`src/rtl/pe_mc_conv.sv`:
```
// Multi-channel 1-D convolution PE: NUM_CH filter rows over one ifmap pad, optional upstream psum add and ReLU.
// Latency: FILT_LEN MAC cycles per output, plus one cycle after the psum_in accept when accumulation is on.
// Backpressure: stalls in OUT until psum_out_ready and in ACC until psum_in_valid; ifmap is refused when the pad is full.
module pe_mc_conv #(
    parameter int DATA_W      = 8,
    parameter int PSUM_W      = 20,
    parameter int FILT_LEN    = 3,
    parameter int IFMAP_DEPTH = 8,
    parameter int NUM_CH      = 2,
    localparam int CH_W       = (NUM_CH > 1) ? $clog2(NUM_CH) : 1
) (
    input  logic              clk,
    input  logic              rst,
    input  logic              cfg_acc_en,
    input  logic              cfg_relu_en,
    input  logic              w_valid,
    output logic              w_ready,
    input  logic [DATA_W-1:0] w_data,
    input  logic              if_valid,
    output logic              if_ready,
    input  logic [DATA_W-1:0] if_data,
    input  logic              if_last,
    input  logic              psum_in_valid,
    output logic              psum_in_ready,
    input  logic [PSUM_W-1:0] psum_in_data,
    output logic              psum_out_valid,
    input  logic              psum_out_ready,
    output logic [PSUM_W-1:0] psum_out_data,
    output logic [CH_W-1:0]   psum_out_ch,
    input  logic              conv_continue,
    output logic              conv_done,
    output logic              error,
    output logic              full
);

    localparam int NW    = NUM_CH * FILT_LEN;
    localparam int WI_W  = (NW > 1) ? $clog2(NW) : 1;
    localparam int PI_W  = (IFMAP_DEPTH > 1) ? $clog2(IFMAP_DEPTH) : 1;
    localparam int CNT_W = $clog2(IFMAP_DEPTH + 1);
    localparam int K_W   = (FILT_LEN > 1) ? $clog2(FILT_LEN) : 1;

    typedef enum logic [2:0] {
        S_LOAD_W,
        S_LOAD_IF,
        S_MAC,
        S_ACC,
        S_OUT,
        S_DONE
    } state_t;

    state_t state, state_nxt;

    logic signed [DATA_W-1:0] w_mem [NW];
    logic signed [DATA_W-1:0] pad   [IFMAP_DEPTH];
    logic [WI_W-1:0]          w_cnt;
    logic [CNT_W-1:0]         if_cnt;
    logic [CNT_W-1:0]         p;
    logic [CH_W-1:0]          c;
    logic [K_W-1:0]           k;
    logic signed [PSUM_W-1:0] acc;
    logic [PSUM_W-1:0]        out_data;
    logic                     err_q;

    logic w_fire, if_fire, pin_fire, pout_fire;
    logic if_end, if_short, tap_last, ch_last, last_out;
    logic [WI_W-1:0]          w_idx;
    logic [PI_W-1:0]          pad_idx;
    logic signed [DATA_W-1:0] w_sel, x_sel;
    logic signed [2*DATA_W-1:0] prod;
    logic signed [PSUM_W-1:0] prod_ext, acc_sum;
    logic [PSUM_W-1:0]        acc_psum;

    function automatic logic [PSUM_W-1:0] relu_f(input logic en, input logic [PSUM_W-1:0] x);
        return (en && x[PSUM_W-1]) ? '0 : x;
    endfunction

    assign w_fire    = w_valid && w_ready;
    assign if_fire   = if_valid && if_ready;
    assign pin_fire  = psum_in_valid && psum_in_ready;
    assign pout_fire = psum_out_valid && psum_out_ready;

    assign full     = (if_cnt == CNT_W'(IFMAP_DEPTH));
    assign if_end   = if_fire && (if_last || (if_cnt == CNT_W'(IFMAP_DEPTH - 1)));
    // if_cnt is the count before the word being accepted, so L = if_cnt + 1
    assign if_short = (if_cnt < CNT_W'(FILT_LEN - 1));
    assign tap_last = (k == K_W'(FILT_LEN - 1));
    assign ch_last  = (c == CH_W'(NUM_CH - 1));
    // if_cnt still holds L during compute, so the last position is L - FILT_LEN
    assign last_out = (p == (if_cnt - CNT_W'(FILT_LEN))) && ch_last;

    assign w_idx    = WI_W'(32'(c) * 32'(FILT_LEN) + 32'(k));
    assign pad_idx  = PI_W'(32'(p) + 32'(k));
    assign w_sel    = w_mem[w_idx];
    assign x_sel    = pad[pad_idx];
    assign prod     = w_sel * x_sel;
    assign prod_ext = PSUM_W'(prod);
    assign acc_sum  = acc + prod_ext;
    assign acc_psum = acc + psum_in_data;

    assign psum_out_data = out_data;
    assign psum_out_ch   = (state == S_OUT) ? c : '0;
    assign error         = err_q;

    always_ff @(posedge clk or negedge rst) begin
        if (!rst) begin
            state <= S_LOAD_W;
        end else begin
            state <= state_nxt;
        end
    end

    always_comb begin
        state_nxt      = state;
        w_ready        = 1'b0;
        if_ready       = 1'b0;
        psum_in_ready  = 1'b0;
        psum_out_valid = 1'b0;
        conv_done      = 1'b0;
        case (state)
            S_LOAD_W: begin
                w_ready = 1'b1;
                if (w_fire && (w_cnt == WI_W'(NW - 1))) state_nxt = S_LOAD_IF;
            end
            S_LOAD_IF: begin
                if_ready = !full;
                if (if_end) state_nxt = if_short ? S_DONE : S_MAC;
            end
            S_MAC: begin
                if (tap_last) state_nxt = cfg_acc_en ? S_ACC : S_OUT;
            end
            S_ACC: begin
                psum_in_ready = 1'b1;
                if (pin_fire) state_nxt = S_OUT;
            end
            S_OUT: begin
                psum_out_valid = 1'b1;
                if (pout_fire) state_nxt = last_out ? S_DONE : S_MAC;
            end
            S_DONE: begin
                conv_done = 1'b1;
                if (conv_continue) state_nxt = S_LOAD_IF;
            end
            default: state_nxt = S_LOAD_W;
        endcase
    end

    always_ff @(posedge clk or negedge rst) begin
        if (!rst) begin
            for (int i = 0; i < NW; i++) w_mem[i] <= '0;
            for (int i = 0; i < IFMAP_DEPTH; i++) pad[i] <= '0;
            w_cnt    <= '0;
            if_cnt   <= '0;
            p        <= '0;
            c        <= '0;
            k        <= '0;
            acc      <= '0;
            out_data <= '0;
            err_q    <= 1'b0;
        end else begin
            if (w_fire) begin
                w_mem[w_cnt] <= w_data;
                w_cnt        <= w_cnt + WI_W'(1);
            end
            if (if_fire) begin
                pad[if_cnt[PI_W-1:0]] <= if_data;
                if_cnt                <= if_cnt + CNT_W'(1);
            end
            if (if_end) begin
                p   <= '0;
                c   <= '0;
                k   <= '0;
                acc <= '0;
            end
            if ((state == S_DONE) && conv_continue) if_cnt <= '0;
            if (state == S_MAC) begin
                acc <= acc_sum;
                k   <= tap_last ? '0 : k + K_W'(1);
                if (tap_last && !cfg_acc_en) out_data <= relu_f(cfg_relu_en, acc_sum);
            end
            if ((state == S_ACC) && pin_fire) out_data <= relu_f(cfg_relu_en, acc_psum);
            if ((state == S_OUT) && pout_fire) begin
                acc <= '0;
                k   <= '0;
                if (ch_last) begin
                    c <= '0;
                    p <= p + CNT_W'(1);
                end else begin
                    c <= c + CH_W'(1);
                end
            end
            // ifmap offered while the pad is busy is dropped and flagged
            if ((if_end && if_short) ||
                (if_valid && ((state == S_MAC) || (state == S_ACC) ||
                              (state == S_OUT) || (state == S_DONE))))
                err_q <= 1'b1;
        end
    end

endmodule
```
`config.mk`:
```
export PLATFORM = sky130hd
export DESIGN_NAME = pe_mc_conv
export DESIGN_NICKNAME = d
export VERILOG_FILES = /design/src/rtl/pe_mc_conv.sv
export SDC_FILE = /design/constraint.sdc
export NUM_CORES = 1
export LEC_CHECK = 0
export ABC_AREA = 1
export CORE_MARGIN = 10
export CORE_UTILIZATION = 40
export DETAILED_ROUTE_END_ITERATION = 10
export PLACE_DENSITY_LB_ADDON = 0.1
export SLEW_MARGIN = 20
export SYNTH_ARGS = -nofsm -noshare
export SYNTH_HDL_FRONTEND = slang
export SYNTH_SLANG_ARGS = --single-unit
```
`constraint.sdc`:
```
create_clock -name clk -period 9.8 [get_ports clk]
set_clock_uncertainty 0.1 [all_clocks]
set_input_delay 2.45 -clock clk [delete_from_list [all_inputs] [get_ports clk]]
set_output_delay 2.45 -clock clk [all_outputs]
set_load 0.1 [all_outputs]
```
==> reports/results.ini <==
[layout]
antenna_cells = 0
drive_above_1_share_pct = 5.212
syn_to_final_growth_pct = 12.76
n_fill_cell = 3186
nets = 1846

[yosys]
ys_warn_count = 0
synthFlopType = dfrtp_1
synth-async-reset-ratio_pct = 100.0
synth_common_cells = nand2_1 (362), inv_1 (211), dfrtp_1 (170), nor2_1 (150), o21ai_0 (136)
synth_edf_count = 0
synth.most_common_cell = nand2_1
netlist_instances = 1580
ys_seq_elements = 170
synth_top_area_cell = dfrtp_1
syn_area_per_cell_um2 = 8.179
yosysSeqAreaShare_pct = 32.92
yosysTopAreaCellShare_pct = 32.92
synth.distinct_cells = 49
syn_area_um2 = 12920
synth.area.top_cells = dfrtp_1 (33%), fa_1 (14%), nand2_1 (11%), ha_1 (6.9%), inv_1 (6.1%)
synth_nets = 1789

[critical_path]
cpPeakStageDelay_ns = 0.80
critPathMaxFanout = 24
worstPathArrival_ns = 7.84
critical-path-slowest-cell = fa_1
start_kind = register
crit_path_end_kind = register
rrSetupSlack_ns = 2.20
crit_required_ns = 10.03
r2r-end = psum_out_data[11]
crit_type = register to register
r2r_start = c
rr_worst_depth = 33

[routing]
post_drt_wl_per_cell_um = 17.07
wl_um = 35020
antenna_left = 0
viasPerCell = 5.144
drc = 0
initialDrtViolationCount = 643
dr.pass1.iters = 5
num_vias = 10556

[clocking]
cts_tree = yes
cts_num_sinks = 170
clkTransAtPathRegs_ns = 0.07
post_cts_resized = 0
ctsRootBufferMaster = clkbuf_16
hold_buffers = 0
cts_buffer_depth = 2
post_cts_buffers = 0
cts-buffers-inserted = 17
h-tree-depth = 4
clock_latency_ns = 0.46

[grt]
grt_pass1_wl_um = 58210
gr-total-overflow = 0
grt_antenna_before_repair = 0
grt_pass1_vias = 10724
grt_max_degree = 67
track_usage_pct = 18.57

[timing]
finalSetupViolations = 0
fmax_mhz = 131.5
slew_violations = 0
hold_violations = 0
grt_setup_unrepaired = no
tightest_slew_ns = 1.068
min_period_ns = 7.604
slew-limit-headroom_pct = 28.60
setup_tns_ns = 0
fin_crit_sh_pct = 77.60

[worst_hold_path]
min_path_type = register to register
hold_path.startpoint = error
whs_endpoint = error
holdPathStages = 1

[floorplanning]
ios = 74
die_h_um = 199.7
initial_utilization_pct = 40.74
die_area_um2 = 39900
die_w_um = 199.7
fp-row-count = 65
design.core.area_um2 = 31720

[outcome]
outcome = finished clean

[run]
maxCapViolCount = 0

[placed_design]
gp_congestion = 0.8875
portBuffers = 73
dp_hpwl_um = 27200

[kinds of logic (layout without fill, tap and decap cells)]
kind of cell / count (synthesis) / count (layout) / share of synthesized area, %
buffers and inverters: 265 / 335 / 8.337
XOR/XNOR: 37 / 37 / 2.653
AND/OR/NAND/NOR: 660 / 660 / 22.66
AO/OA/AOI/OAI: 285 / 285 / 12.31
adder cells (fa/ha/maj): 163 / 163 / 21.13
flip-flops: 170 / 170 / 32.92
[per-layer routing]
layer | track usage (%) | wire length [um]
met1 | 27.13 | 17490
met2 | 28.36 | 15650
met3 | 2.629 | 1469
met4 | 4.515 | 404
met5 | 0 | 0
[cell usage in the layout (no fill, tap or decap), drive strengths merged, types with 6 or more instances in the layout]
cell type,n
a22o,9
nand3b,11
clkbuf,17
a21oi,94
fa,92
xor2,23
nand3,89
nand4,15
nand2,367
o21ai,148
nor3,8
nor2,156
nor4,6
xnor2,14
buf,9
ha,71
a32o,14
inv,231
clkdlybuf4s50,72
dfrtp,170
o211ai,8
[sequential cells by signal, indices dropped and copies added, names as in the netlist]
register / cells
k: 2
error: 1
c: 1
acc: 20
state: 3
pad: 64
if_cnt: 4
p: 4
psum_out_data: 20
w_cnt: 3
w_mem: 48
[through the flow]
step / util (%) / worst slack [ns] / hold slack [ns] / area [um^2] / instances
global placement: 44.06 / 2.330 / 0.3655 / 13980 / 2020
CTS: 45.94 / 2.159 / 0.3879 / 14570 / 2052
finish: 45.94 / 2.196 / 0.3861 / 14570 / 2052
global route: 45.94 / 1.413 / 0.4126 / 14570 / 2052
floorplan: - / 2.632 / 0.3529 / 12920 / 1580
detailed placement: 44.06 / 2.155 / 0.3748 / 13980 / 2020
[area by class of cell]
| type | instances | area [um^2] | area share [%] |
|---|---|---|---|
| Clock inverter | 15 | 170.2 | 1.168 |
| Timing Repair Buffer | 81 | 792.0 | 5.435 |
| Clock buffer | 17 | 425.4 | 2.919 |
| Sequential cell | 170 | 4254 | 29.19 |
| Inverter | 222 | 835.8 | 5.736 |
| Multi-Input combinational cell | 1145 | 7591 | 52.10 |
| Tap cell | 402 | 503.0 | 3.452 |
[worst max-delay path: cells and delay by family (launching register included)]
kind,cells,cell delay (ns)
adder cells (fa/ha/maj),8,3.82
flip-flops,1,0.42
buffers and inverters,9,1.13
AO/OA/AOI/OAI,4,0.61
AND/OR/NAND/NOR,12,1.39
[worst max path at each step]
stage / endpoint / start / slack (ns) / depth (start not counted)
finish: psum_out_data[11] / c / 2.20 / 33
global route: psum_out_data[15] / c / 1.41 / 33
CTS: psum_out_data[12] / c / 2.16 / 33
detailed placement: psum_out_data[13] / c / 2.15 / 33
global placement: psum_out_data[13] / c / 2.33 / 33
floorplan: psum_out_data[5] / c / 2.63 / 31
Power is left out: the tool's default activity adds up to more than one toggle a clock period on the data nets, which glitch-free logic cannot reach.
